**config.mk**
```make
export PLATFORM = sky130hd
export DESIGN_NAME = cbx_param_shadow
export DESIGN_NICKNAME = d
export VERILOG_FILES = /design/src/rtl/cbx_param_shadow.sv
export SDC_FILE = /design/constraint.sdc
export NUM_CORES = 1
export LEC_CHECK = 0
export BUFFER_PORTS_ARGS = -buffer_cell sky130_fd_sc_hd__buf_2
export CAP_MARGIN = 5
export CORE_MARGIN = 4
export CORE_UTILIZATION = 36
export CTS_BUF_LIST = sky130_fd_sc_hd__clkbuf_2 sky130_fd_sc_hd__clkbuf_4 sky130_fd_sc_hd__clkbuf_8
export CTS_CLUSTER_DIAMETER = 200
export DETAILED_ROUTE_END_ITERATION = 7
export SYNTH_ARGS = -nofsm -noshare
export SYNTH_HDL_FRONTEND = slang
export SYNTH_SLANG_ARGS = --single-unit
export TNS_END_PERCENT = 30
```
**constraint.sdc**
```tcl
create_clock -name prog_clk -period 1.3 [get_ports prog_clk]
set_input_delay 0.39 -clock prog_clk [delete_from_list [all_inputs] [get_ports prog_clk]]
set_output_delay 0.39 -clock prog_clk [all_outputs]
set_load 0.05 [all_outputs]
```
**src/rtl/cbx_param_shadow.sv**
```systemverilog
// X-direction connection block: CHAN_W tracks pass through, NUM_IPIN pins driven
// by tap muxes whose selects live in an active register loaded from a shadow scan chain.
module cbx_param_shadow #(
   parameter int CHAN_W   = 3,
   parameter int NUM_IPIN = 3,
   parameter int TAPS     = 1
) (
   input  logic                prog_clk,
   input  logic                prog_reset,
   input  logic                ccff_head,
   input  logic                ccff_en,
   input  logic                ccff_commit,
   input  logic [CHAN_W-1:0]   chanx_left_in,
   input  logic [CHAN_W-1:0]   chanx_right_in,
   output logic [CHAN_W-1:0]   chanx_left_out,
   output logic [CHAN_W-1:0]   chanx_right_out,
   output logic [NUM_IPIN-1:0] ipin_out,
   output logic                ccff_tail,
   output logic                cfg_full,
   output logic                cfg_ovf,
   output logic                cfg_valid
);

   localparam int MUX_SIZE = 2 * TAPS;
   localparam int SEL_W    = $clog2(MUX_SIZE + 1);
   localparam int CFG_BITS = NUM_IPIN * SEL_W;
   localparam int CNT_W    = $clog2(CFG_BITS + 1);
   localparam int CAND_W   = 2 ** SEL_W;

   logic [CFG_BITS-1:0] shadow;
   logic [CFG_BITS-1:0] active;
   logic [CNT_W-1:0]    bit_cnt;

   assign chanx_left_out  = chanx_right_in;
   assign chanx_right_out = chanx_left_in;

   assign ccff_tail = shadow[CFG_BITS-1];
   assign cfg_full  = (bit_cnt == CNT_W'(CFG_BITS));

   always_ff @(posedge prog_clk) begin
      if (prog_reset) begin
         shadow    <= '0;
         active    <= '1;
         bit_cnt   <= '0;
         cfg_ovf   <= 1'b0;
         cfg_valid <= 1'b0;
      end else begin
         if (ccff_en) begin
            shadow <= {shadow[CFG_BITS-2:0], ccff_head};
         end
         if (ccff_commit) begin
            // a concurrent shift already counts toward the next load
            active    <= shadow;
            cfg_valid <= cfg_full & ~cfg_ovf;
            cfg_ovf   <= 1'b0;
            bit_cnt   <= ccff_en ? CNT_W'(1) : '0;
         end else if (ccff_en) begin
            if (cfg_full) begin
               cfg_ovf <= 1'b1;
            end else begin
               bit_cnt <= bit_cnt + CNT_W'(1);
            end
         end
      end
   end

   for (genvar k = 0; k < NUM_IPIN; k++) begin : g_pin
      logic [SEL_W-1:0]  sel;
      logic [CAND_W-1:0] cand;

      assign sel = active[k*SEL_W +: SEL_W];

      // even selects take the left track, odd the right, taps wrap the channel
      for (genvar s = 0; s < MUX_SIZE; s++) begin : g_tap
         localparam int T = (k + s / 2) % CHAN_W;
         if ((s % 2) == 0) begin : g_l
            assign cand[s] = chanx_left_in[T];
         end else begin : g_r
            assign cand[s] = chanx_right_in[T];
         end
      end

      assign cand[CAND_W-1:MUX_SIZE] = '0;
      assign ipin_out[k] = cand[sel];
   end

endmodule
```
### After elaboration in Yosys (flattened, before gate mapping)

Index checks and enable logic that the tools add are counted.

* register bits after elaboration: 17
* bits of input ports: 11
* word-level logic and storage cells: 27
* output and inout bits: 13

* reductions and logical operators: 4
* multiplexer cells: 10
* bitwise gates (word level): 2
* $add $sub $neg: 1
* magnitude comparators: 3
* equality and inequality tests: 2

Operators with widths (count)
* $lt A2 B3 Y1 const B: 3
* $mux W3: 3
* $bmux W1 S2: 3
* $mux W1: 4
* $reduce_and A2 Y1: 2
* $add A3 B1 Y3 const B: 1
* $eq A3 B3 Y1 const B: 1
* $ne A2 B2 Y1 const B: 1
* $reduce_bool A2 Y1: 1
* $reduce_or A2 Y1: 1
* $and A1 B1 Y1: 1
* $not A1 Y1: 1

### Depth between registers and ports, before layout

* word-level depth: 4
* gate-level depth with buffers: 6
* gate-level depth less buffers: 6

### Least setup slack after synthesis

OpenSTA, ideal clock, no wires.

* path type: input port to output port
* start point: input chanx_right_in[0]
* end point: output ipin_out[0]
* data required time: 0.910 ns
* buffers on the path: 0
* stages on the path: 2
* data arrival time: 1.089 ns
* slack: -0.179 ns
* cells stage by stage: mux2i_1 > nor2_1

* word-level cells in the longest chain between the ends: 2

RTL lines
* from (decl): RTL line 14 `input logic [CHAN_W-1:0] chanx_right_in,`
* $bmux W1 S2: RTL line 84 `assign ipin_out[k] = cand[sel];`
* $mux W1 (not written as such): RTL line 84
* to (decl): RTL line 17 `output logic [NUM_IPIN-1:0] ipin_out,`

Every way passes these cells. The select of a mux whose other input is x is not followed.

### Worst setup path after layout

* start point: register bit_cnt[0]
* end point: output cfg_full

* word-level cells in the longest chain between the ends: 1

RTL lines
* from (decl): RTL line 32 `logic [CNT_W-1:0] bit_cnt;`
* from (signal assigned): RTL line 56 `bit_cnt <= ccff_en ? CNT_W'(1) : '0;`
* from (signal assigned): RTL line 61 `bit_cnt <= bit_cnt + CNT_W'(1);`
* $eq A3 B3 Y1: RTL line 38 `assign cfg_full = (bit_cnt == CNT_W'(CFG_BITS));`
* to (decl): RTL line 19 `output logic cfg_full,`

Every way passes these cells.

==> flow_summary.html <==
<table>
<tr><th>Metric</th><th>Value</th></tr>
<tr><th colspan="2">Routing</th></tr>
<tr><td>Via count</td><td>592</td></tr>
<tr><td>Drt first-iter violations</td><td>3</td></tr>
<tr><td>Total iterations of the first detailed-routing run</td><td>2</td></tr>
<tr><td>ANT nets after route</td><td>0</td></tr>
<tr><td>Total wire length</td><td>1404 µm</td></tr>
<tr><td>Wire per inst</td><td>10.88 µm</td></tr>
<tr><td>Total DRC errors in the routed layout</td><td>0</td></tr>
<tr><td>Vias per cell</td><td>4.589</td></tr>
<tr><th colspan="2">Clock tree</th></tr>
<tr><td>TritonCTS clock tree</td><td>done</td></tr>
<tr><td>Worst-Skew Late Latency</td><td>0.28 ns</td></tr>
<tr><td>Clock slew at the register clock pins of the worst setup and hold paths</td><td>0.09 ns</td></tr>
<tr><td>Cts bufs inserted</td><td>3</td></tr>
<tr><td>Number of H-tree branching levels</td><td>1</td></tr>
<tr><td>Largest buffer count on any clock path</td><td>2</td></tr>
<tr><td>Count of clock tree sinks</td><td>17</td></tr>
<tr><td>Clock Root Buffer</td><td>sky130_fd_sc_hd__clkbuf_4</td></tr>
<tr><th colspan="2">STA</th></tr>
<tr><td>Worst Tran Pin Value</td><td>0.3303 ns</td></tr>
<tr><td>Period utilization</td><td>113.5%</td></tr>
<tr><td>Final min period</td><td>1.475 ns</td></tr>
<tr><td>Relative slew slack</td><td>77.98%</td></tr>
<tr><td>Fmax</td><td>678.0 MHz</td></tr>
<tr><td>Number of pins exceeding their max-slew limit in the final report</td><td>0</td></tr>
<tr><td>Unrepaired setup endpoints after global routing</td><td>true</td></tr>
<tr><td>Setup violation total in the final timing report</td><td>4</td></tr>
<tr><td>Final hold viol count</td><td>0</td></tr>
<tr><td>Final setup skew</td><td>0.004415 ns</td></tr>
<tr><td>Final worst slack</td><td>-0.1750 ns</td></tr>
<tr><th colspan="2">Logic synthesis</th></tr>
<tr><td>Register bit count reported by yosys</td><td>17</td></tr>
<tr><td>Most frequent cells after synthesis</td><td>17 x sky130_fd_sc_hd__dfxtp_1, 9 x sky130_fd_sc_hd__mux2i_1, 9 x sky130_fd_sc_hd__nor2_1</td></tr>
<tr><td>Number of enable-type register cells in the synthesized netlist</td><td>0</td></tr>
<tr><td>Top cells by area in the synthesized netlist</td><td>sky130_fd_sc_hd__dfxtp_1 43%, sky130_fd_sc_hd__mux2i_1 11%, sky130_fd_sc_hd__a211o_1 7.8%</td></tr>
<tr><td>Synth area leader</td><td>sky130_fd_sc_hd__dfxtp_1</td></tr>
<tr><td>Async SR Flop Fraction</td><td>0%</td></tr>
<tr><td>Post-synth net total</td><td>91</td></tr>
<tr><td>Synth Instances</td><td>78</td></tr>
<tr><td>Proportion of netlist area held by the largest area contributor</td><td>43.04%</td></tr>
<tr><td>Most numerous cell in the Yosys netlist</td><td>sky130_fd_sc_hd__dfxtp_1</td></tr>
<tr><td>Most common flop cell mapped by yosys</td><td>sky130_fd_sc_hd__dfxtp_1</td></tr>
<tr><td>Combined area of all synthesized cells</td><td>790.8 µm²</td></tr>
<tr><td>Count of synthesis-stage warnings from yosys</td><td>0</td></tr>
<tr><td>Distinct cells, synth</td><td>19</td></tr>
<tr><td>Post-Syn Area per Cell</td><td>10.14 µm²</td></tr>
<tr><td>Sequential element share of the synthesized area</td><td>43.04%</td></tr>
<tr><th colspan="2">Floorplan</th></tr>
<tr><td>Effective utilization at floorplan</td><td>39.11%</td></tr>
<tr><td>Placeable core area</td><td>0.002022 mm²</td></tr>
<tr><td>IO Pins</td><td>24</td></tr>
<tr><td>Chip Width</td><td>54.87 µm</td></tr>
<tr><td>Standard-cell row count</td><td>16</td></tr>
<tr><td>Die Height</td><td>54.87 µm</td></tr>
<tr><td>Total Die Area</td><td>0.003010 mm²</td></tr>
<tr><th colspan="2">Outcome</th></tr>
<tr><td>Status</td><td>finished, violations left</td></tr>
<tr><td>Failing checks</td><td>setup timing</td></tr>
<tr><th colspan="2">Final layout</th></tr>
<tr><td>Fraction of layout instances using a drive strength above 1</td><td>47.06%</td></tr>
<tr><td>Filler instances</td><td>188</td></tr>
<tr><td>Non-Filler Cell Area, Final</td><td>984.7 µm²</td></tr>
<tr><td>Area Overhead vs Synth</td><td>24.53%</td></tr>
<tr><td>Storage cell area</td><td>346.6 µm²</td></tr>
<tr><td>Area occupied by multi-input gates</td><td>360.3 µm²</td></tr>
<tr><td>Diodes inserted</td><td>0</td></tr>
<tr><td>Net total in the final layout</td><td>116</td></tr>
<tr><th colspan="2">Setup path</th></tr>
<tr><td>Classification of the worst setup path</td><td>flip-flop to output pin</td></tr>
<tr><td>Crit path max-delay family</td><td>flip-flops</td></tr>
<tr><td>Endpoint of the worst register-to-register path</td><td>bit_cnt[0]</td></tr>
<tr><td>Required time of the worst setup path</td><td>0.91 ns</td></tr>
<tr><td>Critical path peak fanout</td><td>2</td></tr>
<tr><td>Dominant cell type by count on the critical path</td><td>sky130_fd_sc_hd__inv_2</td></tr>
<tr><td>Register-to-register setup slack</td><td>0.09 ns</td></tr>
<tr><td>Delay of the slowest critical-path stage</td><td>0.35 ns</td></tr>
<tr><td>R2R cell count</td><td>6</td></tr>
<tr><td>CP bufs+invs</td><td>3</td></tr>
<tr><td>Standard cell with the maximum stage delay on the critical path</td><td>sky130_fd_sc_hd__dfxtp_2</td></tr>
<tr><td>Levels on crit path</td><td>5</td></tr>
<tr><td>Sequence of cells on the critical path</td><td>inv_2, ha_4, nand2_2, inv_2, buf_8</td></tr>
<tr><td>Critical path capture point type</td><td>output pin</td></tr>
<tr><td>Startpoint kind of the worst setup timing path</td><td>flip-flop</td></tr>
<tr><td>Arrival @ worst endpoint</td><td>1.09 ns</td></tr>
<tr><td>Worst reg2reg startpoint</td><td>bit_cnt[0]</td></tr>
<tr><th colspan="2">Placed design</th></tr>
<tr><td>Placer's final routability congestion estimate</td><td>0.6914</td></tr>
<tr><td>I/O Buffers</td><td>23</td></tr>
<tr><td>Placed wire-length estimate</td><td>993 µm</td></tr>
<tr><td>Area post-placement</td><td>889.6 µm²</td></tr>
<tr><th colspan="2">Global route</th></tr>
<tr><td>Number of global-route vias before repair</td><td>550</td></tr>
<tr><td>Wire length of the first global-routing pass</td><td>2366 µm</td></tr>
<tr><td>Gr usage total</td><td>11.08%</td></tr>
<tr><td>Antenna violations before repair</td><td>0</td></tr>
<tr><td>Aggregate global routing overflow</td><td>0</td></tr>
<tr><td>Pin count of the biggest net entering global routing</td><td>20</td></tr>
<tr><th colspan="2">Hold path</th></tr>
<tr><td>HP Start</td><td>ccff_head</td></tr>
<tr><td>Classification of the worst-slack hold path</td><td>primary input to flip-flop</td></tr>
<tr><td>WHS Path Cells</td><td>3</td></tr>
<tr><td>Worst min-delay path endpoint</td><td>shadow[0]</td></tr>
<tr><th colspan="2">Pwr</th></tr>
<tr><td>Total power of the final layout</td><td>0.001015 W</td></tr>
<tr><td>Static power due to leakage</td><td>0.4655 nW</td></tr>
<tr><td>Power Density</td><td>1031 mW/mm²</td></tr>
<tr><td>Peak ir drop on the vdd network</td><td>814.6 µV</td></tr>
<tr><th colspan="2">Flow run</th></tr>
<tr><td>Max-cap violations</td><td>0</td></tr>
</table>
placed cells by master, fill, tap and decap left out:
cell and instances:
sky130_fd_sc_hd__clkinv_2 1, sky130_fd_sc_hd__mux2i_1 9, sky130_fd_sc_hd__inv_2 2, sky130_fd_sc_hd__nand2_2 1, sky130_fd_sc_hd__buf_6 3, sky130_fd_sc_hd__ha_4 1
sky130_fd_sc_hd__nor3_1 1, sky130_fd_sc_hd__nor2_1 8, sky130_fd_sc_hd__nor4_2 1, sky130_fd_sc_hd__nor4_1 1, sky130_fd_sc_hd__a21oi_1 6, sky130_fd_sc_hd__nor2b_1 6
sky130_fd_sc_hd__o21ai_0 1, sky130_fd_sc_hd__nor2_2 1, sky130_fd_sc_hd__buf_2 17, sky130_fd_sc_hd__clkbuf_4 4, sky130_fd_sc_hd__nand2b_1 1, sky130_fd_sc_hd__and4b_2 1
sky130_fd_sc_hd__dfxtp_1 12, sky130_fd_sc_hd__ha_1 1, sky130_fd_sc_hd__buf_4 9, sky130_fd_sc_hd__a211o_1 7, sky130_fd_sc_hd__dfxtp_2 5, sky130_fd_sc_hd__nand3b_1 1
sky130_fd_sc_hd__and3_2 1, sky130_fd_sc_hd__buf_8 1
power breakdown:
group          leakage [nW]  switching (W)  internal (W)
Sequential            0.140      0.0000130      0.000544
Clock                0.0177       0.000155      0.000114
Combinational         0.308       0.000113     0.0000757
Total                 0.465       0.000281      0.000734
area by class of cell:
cell class                      instances  area share [%]
Multi-Input combinational cell         48           36.59
Clock buffer                            3           2.287
Clock inverter                          1          0.5083
Inverter                                2          0.7624
Tap cell                               27           3.431
Sequential cell                        17           35.20
Timing Repair Buffer                   31           21.22
cells by family after synthesis:
family	share of synthesized area, %
AOI/OAI and AO/OA	12.18
adders and majority gates	3.164
buffers and inverters	13.29
DFF	43.04
muxes	11.39
and+or+nand+nor	16.93
worst max path at each step:
stage                                  from     endpoint  slack [ns]
after global placement           bit_cnt[0]     cfg_full       0.009
after floorplan           chanx_right_in[1]  ipin_out[1]       -0.18
final                            bit_cnt[0]     cfg_full       -0.18
after global routing             bit_cnt[0]     cfg_full       -0.22
after detailed placement         bit_cnt[0]     cfg_full       -0.04
after CTS                        bit_cnt[0]     cfg_full       -0.19
repair_timing:
action | 4_1_cts | 5_1_grt
setup buffers | 2 | 0
hold buffers | 0 | 0
gates resized for setup | 19 | 1
hold endpoints to repair | 0 | 0
setup endpoints to repair | 5 | 5
pin swaps | 1 | 0
metal layers:
metal	up-vias	GRT usage, %	share of wire (%)	wire [µm]
met2	13	18.31	50	697
li1	312	-	-	-
met1	265	13.06	43	609
met5	-	0	0	0
met3	2	4.905	6.2	87
met4	0	2.490	0.71	10
flip-flops by register name (all words and copies together) (netlist names):
signal / cells
active: 6
bit_cnt: 3
cfg_ovf: 1
cfg_valid: 1
shadow: 6
through the flow:
stage / utilization (%) / hold slack, ns / cells / setup WS, ns / TNS [ns]
floorplan: - / 0.4574 / 78 / -0.1787 / -0.4071
global placement: 44.00 / 0.4566 / 123 / 0.009045 / 0
detailed placement: 44.00 / 0.4611 / 123 / -0.03614 / -0.03614
CTS: 48.58 / 0.3336 / 129 / -0.1927 / -0.5756
global route: 48.70 / 0.3819 / 129 / -0.2180 / -0.7125
finish: 48.70 / 0.3392 / 129 / -0.1750 / -0.4966
worst register-to-register path: stages, from the launching register on:
cell	delay, ns
sky130_fd_sc_hd__dfxtp_2	0.33
sky130_fd_sc_hd__inv_2	0.07
sky130_fd_sc_hd__ha_4	0.13
sky130_fd_sc_hd__nand2_2	0.06
sky130_fd_sc_hd__buf_4	0.14
sky130_fd_sc_hd__a211o_1	0.29
sky130_fd_sc_hd__a21oi_1	0.12
Note: power is estimated with default switching activity, not from simulation.
